--- src/rtl/sap1_control_sequencer.sv ---
// SAP-1 controller-sequencer: one-hot T1..T6 ring counter, opcode decode and halt/retire tracking.
// Optional build macro SAP1_EARLY_FETCH_EN: variable-length instructions (ring restarts after last busy T-state).
module sap1_control_sequencer #(
   parameter int RING_W   = 6,
   parameter int OPCODE_W = 4,
   parameter int ICNT_W   = 8
) (
   input  logic                CLK,
   input  logic                CLR,
   input  logic [OPCODE_W-1:0] opcode,
   output logic                Cp,
   output logic                Ep,
   output logic                Lm,
   output logic                CE,
   output logic                Li,
   output logic                Ei,
   output logic                La,
   output logic                Ea,
   output logic                Su,
   output logic                Eu,
   output logic                Lb,
   output logic                Lo,
   output logic                hlt,
   output logic [RING_W-1:0]   t_state,
   output logic                instr_done,
   output logic [ICNT_W-1:0]   instr_cnt
);

   localparam logic [RING_W-1:0] T1 = RING_W'(1);
   localparam logic [RING_W-1:0] T2 = RING_W'(2);
   localparam logic [RING_W-1:0] T3 = RING_W'(4);
   localparam logic [RING_W-1:0] T4 = RING_W'(8);
   localparam logic [RING_W-1:0] T5 = RING_W'(16);
   localparam logic [RING_W-1:0] T6 = RING_W'(32);

   localparam logic [OPCODE_W-1:0] OP_LDA = OPCODE_W'(4'h0);
   localparam logic [OPCODE_W-1:0] OP_ADD = OPCODE_W'(4'h1);
   localparam logic [OPCODE_W-1:0] OP_SUB = OPCODE_W'(4'h2);
   localparam logic [OPCODE_W-1:0] OP_OUT = OPCODE_W'(4'hE);
   localparam logic [OPCODE_W-1:0] OP_HLT = OPCODE_W'(4'hF);

   typedef struct packed {
      logic cp, ep, lm, ce, li, ei, la, ea, su, eu, lb, lo;
   } ctrl_t;

   ctrl_t               ctrl;
   logic [RING_W-1:0]   t_next;
   logic                hlt_next;
   logic [ICNT_W-1:0]   cnt_next;
   logic                onehot;
   logic                last;
   logic                done;
   logic                is_hlt;

   assign onehot = $onehot(t_state);
   assign is_hlt = (opcode == OP_HLT);
   assign done   = onehot && last && !hlt;

   // Final T-state of the current instruction.
   always_comb begin
      last = t_state[5];
`ifdef SAP1_EARLY_FETCH_EN
      // Undefined opcodes end in T3, so the decision uses the opcode seen during T3.
      case (opcode)
         OP_LDA:         last = t_state[4];
         OP_ADD, OP_SUB: last = t_state[5];
         OP_OUT, OP_HLT: last = t_state[3];
         default:        last = t_state[2];
      endcase
`else
      if (is_hlt) last = t_state[3];
`endif
   end

   always_ff @(posedge CLK or negedge CLR) begin
      if (!CLR) begin
         t_state   <= T1;
         hlt       <= 1'b0;
         instr_cnt <= '0;
      end else begin
         t_state   <= t_next;
         hlt       <= hlt_next;
         instr_cnt <= cnt_next;
      end
   end

   always_comb begin
      t_next   = t_state;
      hlt_next = hlt;
      cnt_next = instr_cnt;
      if (!hlt) begin
         if (!onehot)
            t_next = T1;
         else if (done && !is_hlt)
            t_next = T1;
         else
            t_next = {t_state[RING_W-2:0], t_state[RING_W-1]};
         // HLT retires at T4 and the ring parks at T5.
         if (done) begin
            cnt_next = instr_cnt + 1'b1;
            if (is_hlt) hlt_next = 1'b1;
         end
      end
   end

   always_comb begin
      ctrl = '0;
      if (CLR && !hlt) begin
         case (t_state)
            T1: begin ctrl.ep = 1'b1; ctrl.lm = 1'b1; end
            T2: ctrl.cp = 1'b1;
            T3: begin ctrl.ce = 1'b1; ctrl.li = 1'b1; end
            T4: begin
               case (opcode)
                  OP_LDA, OP_ADD, OP_SUB: begin ctrl.ei = 1'b1; ctrl.lm = 1'b1; end
                  OP_OUT:                 begin ctrl.ea = 1'b1; ctrl.lo = 1'b1; end
                  default: ;
               endcase
            end
            T5: begin
               case (opcode)
                  OP_LDA:         begin ctrl.ce = 1'b1; ctrl.la = 1'b1; end
                  OP_ADD, OP_SUB: begin ctrl.ce = 1'b1; ctrl.lb = 1'b1; end
                  default: ;
               endcase
            end
            T6: begin
               case (opcode)
                  OP_ADD: begin ctrl.eu = 1'b1; ctrl.la = 1'b1; end
                  OP_SUB: begin ctrl.su = 1'b1; ctrl.eu = 1'b1; ctrl.la = 1'b1; end
                  default: ;
               endcase
            end
            default: ;
         endcase
      end
   end

   assign {Cp, Ep, Lm, CE, Li, Ei, La, Ea, Su, Eu, Lb, Lo} = ctrl;
   assign instr_done = CLR && done;

endmodule

--- config.mk ---
export PLATFORM = sky130hd
export DESIGN_NAME = sap1_control_sequencer
export DESIGN_NICKNAME = d
export VERILOG_FILES = /design/src/rtl/sap1_control_sequencer.sv
export SDC_FILE = /design/constraint.sdc
export NUM_CORES = 1
export LEC_CHECK = 0
export ABC_AREA = 1
export CELL_PAD_IN_SITES_DETAIL_PLACEMENT = 1
export CELL_PAD_IN_SITES_GLOBAL_PLACEMENT = 1
export CORE_MARGIN = 3
export CORE_UTILIZATION = 33
export DETAILED_ROUTE_END_ITERATION = 8
export GPL_TIMING_DRIVEN = 0
export MAX_ROUTING_LAYER = met4
export PLACE_DENSITY_LB_ADDON = 0.1
export SLEW_MARGIN = 40
export SYNTH_ARGS = -nofsm -noshare
export SYNTH_HDL_FRONTEND = slang
export SYNTH_SLANG_ARGS = --single-unit
--- constraint.sdc ---
create_clock -name CLK -period 4.4 [get_ports CLK]
set_clock_uncertainty 0.15 [all_clocks]
set_input_delay 0.88 -clock CLK [delete_from_list [all_inputs] [get_ports CLK]]
set_output_delay 0.88 -clock CLK [all_outputs]
set_load 0.05 [all_outputs]
======== Word level (Yosys, flattened, before mapping) ========
Index checks and enable logic that the tools add are counted.
operators by class
  eq/ne operators ......................... 11
  multiplexer cells ....................... 22
  bitwise logic cells ..................... 1
  add/sub/neg operators ................... 6
  reduce and logical (&&, ||, !) cells .... 11
operator list
  kind                                                  number
  2-to-1 mux 1 bit                                      15
  2-to-1 mux 12 bit                                     1
  2-to-1 mux 6 bit                                      2
  adder 8 x 1 -> 8 bit (second input constant)          1
  equality test 4 bit (second input constant)           2
  adder 1 x 1 -> 2 bit                                  3
  equality test 6 x 1 -> 1 bit (second input constant)  1
  equality test 6 x 2 -> 1 bit (second input constant)  1
  equality test 6 x 3 -> 1 bit (second input constant)  1
  equality test 6 x 4 -> 1 bit (second input constant)  1
  equality test 6 x 5 -> 1 bit (second input constant)  1
  equality test 6 bit (second input constant)           1
  case mux 1 bit (2 select lines)                       3
  logical AND 1 bit                                     5
  equality test 4 x 1 -> 1 bit (second input constant)  1
  equality test 4 x 2 -> 1 bit (second input constant)  1
  logical NOT 4 bit                                     1
  adder 2 x 2 -> 3 bit                                  1
  adder 3 x 2 -> 3 bit                                  1
  equality test 3 x 1 -> 1 bit (second input constant)  1
  OR reduction 3 bit                                    1
  logical NOT 1 bit                                     2
  2-to-1 mux 2 bit                                      1
  AND reduction 2 bit                                   1
  2 further kinds                                       2
storage, ports and cells
  output and inout port bits .............. 28
  register bits after elaboration ......... 15
  input port bits ......................... 6

======== Longest topological paths before layout ========
  word-level depth ........................ 9
  mapped depth ............................ 13
  gate-level depth less buffers ........... 13

======== Worst setup path before layout ========
No wires, ideal clock.
  path type ............................... register to output
  from .................................... reg t_state[0]
  to ...................................... out instr_done
  data arrival time ....................... 3.627 ns
  setup slack ............................. -0.257 ns
  cell stages (with the launch flop) ...... 12
  path through ............................ dfstp_2 > inv_1 > fa_1 > fa_1 > inv_1 > ha_1 > fa_1 > inv_1 > nand2_1 > nor2_8 > nand3_2 > nor2_1
between the ends
  cells in the longest elaborated chain, start to end .. 7
RTL lines
  element                                     line  text
  from (decl)                                 24    output logic [RING_W-1:0] t_state,
  from (signal assigned)                      81    t_state <= t_next;
  adder 1 x 1 -> 2 bit (implied by the code)  55    assign onehot = $onehot(t_state);
  adder 2 x 2 -> 3 bit (implied by the code)  55
  adder 3 x 2 -> 3 bit (implied by the code)  55
  equality test 3 x 1 -> 1 bit                55
  logical AND 1 bit (2 in a row)              57    assign done = onehot && last && !hlt;
  logical AND 1 bit                           140   assign instr_done = CLR && done;
  to (decl)                                   25    output logic instr_done,
Every way passes these cells.

======== Final worst setup path ========
Same ends and word-level chain as after synthesis.

==> results.json <==
{
  "r2r_slack_ns": 1.14,
  "hold_class": "input port to async pin",
  "dieArea_um2": 4271,
  "setup_viol": 0,
  "grt_max_degree": 19,
  "synth_fp_nets": 178,
  "slew_headroom_pct": 65.88,
  "cap_viol_max_count": 0,
  "clk-insertion-delay-late_ns": 0.28,
  "drc": 0,
  "root_buffer": "clkbuf_4",
  "ant_nets": 0,
  "cts_tree": "built",
  "dp_hpwl_um": 2713,
  "grt_use_total_pct": 17.88,
  "placed_cells": 241,
  "pre_cts_ws_ns": -0.4947,
  "final_area_um2": 1629,
  "total_power_mw": 0.2282,
  "setup_slack_ns": 0.1348,
  "grt_pass1_vias": 1281,
  "cp-end-kind": "output port",
  "io_pins": 34,
  "dieHeight_um": 65.35,
  "worstRegToRegCells": 13,
  "path_clk_slew_ns": 0.09,
  "worstMarginPinSlew_ns": 0.5101,
  "hold_viol": 0,
  "syn_area_per_cell_um2": 7.088,
  "finalNetCount": 221,
  "ys_seq_area_share_pct": 32.40,
  "antenna_found_initial": 0,
  "p_leak_nw": 0.8052,
  "worstPathArrival_ns": 3.24,
  "period_share_pct": 96.94,
  "numCtsBuffers": 3,
  "cts-htree-levels": 1,
  "coreArea_um2": 3203,
  "r2r_start": "t_state[0]",
  "syn_inst": 164,
  "drive_above_1_share_pct": 13.59,
  "fin_cells": 250,
  "die_w_um": 65.35,
  "gp_congestion": 0.8184,
  "rsz0062_at_grt": "no",
  "fillers": 443,
  "r2r-end": "t_state[5]",
  "drt-total-wl_um": 3396,
  "viasPerCell": 4.784,
  "synth-seq-cells": 15,
  "slew_violations": 0,
  "drtPass1Iterations": 4,
  "whs_ns": 0.3654,
  "grt_pass1_wl_um": 5844,
  "finish.utilization_pct": 50.86,
  "synthToLayoutAreaGrowth_pct": 40.15,
  "synth_warnings": 0,
  "start_kind": "flip-flop",
  "outcome": "completed",
  "antenna_cells": 0,
  "num_rows": 20,
  "critPathMaxFanout": 6,
  "fmax_mhz": 234.5,
  "fin_crit_ns": 4.265,
  "setup_tns_ns": 0,
  "clockBufferDepth": 2,
  "ys_types": 25,
  "grt_overflow_total": 0,
  "powerDensity_nw_per_um2": 140.1,
  "synthesis.area_um2": 1162,
  "port_buffers": 33,
  "post_dp_cell_area_um2": 1550,
  "cts.sinks": 15,
  "required_ns": 3.37,
  "wire_per_inst_um": 13.58,
  "vias": 1196,
  "drt_iter0_drc": 36,
  "path_class": "flip-flop to output port",
  "peakVddDrop_v": 0.0001230,
  "start_util_pct": 36.29
}
report_power, final:
group / total [mW] / switching, mW / internal, mW
clock: 0.0783 / 0.0432 / 0.0351
combinational: 0.0121 / 0.00759 / 0.00449
sequential: 0.138 / 0 / 0.138
total: 0.228 / 0.0508 / 0.177
worst max-delay path: stages (launching register included):
cell	delay (ns)
dfstp_2	0.57
inv_2	0.06
fa_1	0.49
fa_1	0.50
inv_1	0.04
ha_1	0.18
fa_1	0.44
inv_1	0.08
nand2_2	0.08
nor2_8	0.10
nand3_4	0.12
nor2_4	0.15
buf_8	0.15
area by class of cell:
cell class | instances | area [um^2] | area share (%)
multi-input combinational | 119 | 686.9 | 42.17
sequential | 15 | 376.6 | 23.12
timing repair buffer | 38 | 367.9 | 22.58
inverter | 29 | 108.9 | 6.682
tap | 44 | 55.05 | 3.379
clock buffer | 4 | 26.28 | 1.613
buffer | 1 | 7.507 | 0.4608
routing by layer:
| layer | part of all wire (%) | GRT usage [%] | up-vias |
|---|---|---|---|
| li1 | - | - | 587 |
| met1 | 46 | 21.06 | 585 |
| met2 | 51 | 32.24 | 22 |
| met3 | 2.6 | 2.564 | 2 |
| met4 | 0.62 | 3.886 | 0 |
| met5 | 0 | - | - |
timing repair:
| action | in CTS | in global routing |
|---|---|---|
| buffers inserted | 1 | 4 |
| hold buffers | 0 | 0 |
| gates resized for setup | 8 | 3 |
| pin swaps | 1 | 1 |
| setup endpoints to repair | 1 | 1 |
cell families (layout without fill, tap and decap cells):
family	Yosys count	count (layout)	synth area share (%)
XOR/XNOR	3	3	2.261
flip-flops	15	15	32.40
AND/OR/NAND/NOR	103	103	42.30
AO/OA/AOI/OAI	5	5	2.476
buffers and inverters	30	72	10.01
adder cells (fa/ha/maj)	8	8	10.55
sequential cells by signal (all words and copies together) (netlist names):
register,flops
instr_cnt,8
t_state,6
hlt,1
cells in the final DEF, fill, tap and decap left out, drive strengths merged:
cell type,count
xnor2,2
dfstp,1
nand3,7
ha,5
buf,8
nand3b,1
nor3b,1
clkbuf,4
o22ai,3
or2,1
nor2,18
inv,29
fa,3
clkdlybuf4s50,31
dfrtp,14
nor3,6
nand2,64
nand4,5
xor2,1
o21ai,2
how the worst max path moves through the flow:
stage | start | end | slack (ns) | cells past startpoint
after global routing | t_state[0] | instr_done | 0.002 | 12
after CTS | t_state[0] | instr_done | 0.005 | 12
final | t_state[0] | instr_done | 0.13 | 12
after detailed placement | t_state[0] | instr_done | -0.49 | 12
after global placement | t_state[0] | instr_done | -0.44 | 12
after floorplan | t_state[0] | instr_done | 0.1 | 11
cell usage after synthesis, drive strengths merged:
| library cell | count | share of area, % |
|---|---|---|
| nand2 | 64 | 22 |
| inv | 29 | 9.4 |
| nor2 | 18 | 8.6 |
| dfrtp | 14 | 30 |
| nand3 | 7 | 3.4 |
| nor3 | 6 | 3.4 |
| ha | 5 | 5.4 |
| nand4 | 5 | 3.2 |
| fa | 3 | 5.2 |
| o22ai | 3 | 1.6 |
| o21ai | 2 | 0.86 |
| xnor2 | 2 | 1.5 |
| buf | 1 | 0.65 |
| dfstp | 1 | 2.3 |
| nand3b | 1 | 0.65 |
| nor3b | 1 | 0.65 |
| or2 | 1 | 0.54 |
| xor2 | 1 | 0.75 |
Power figures use the tool's default switching activity.
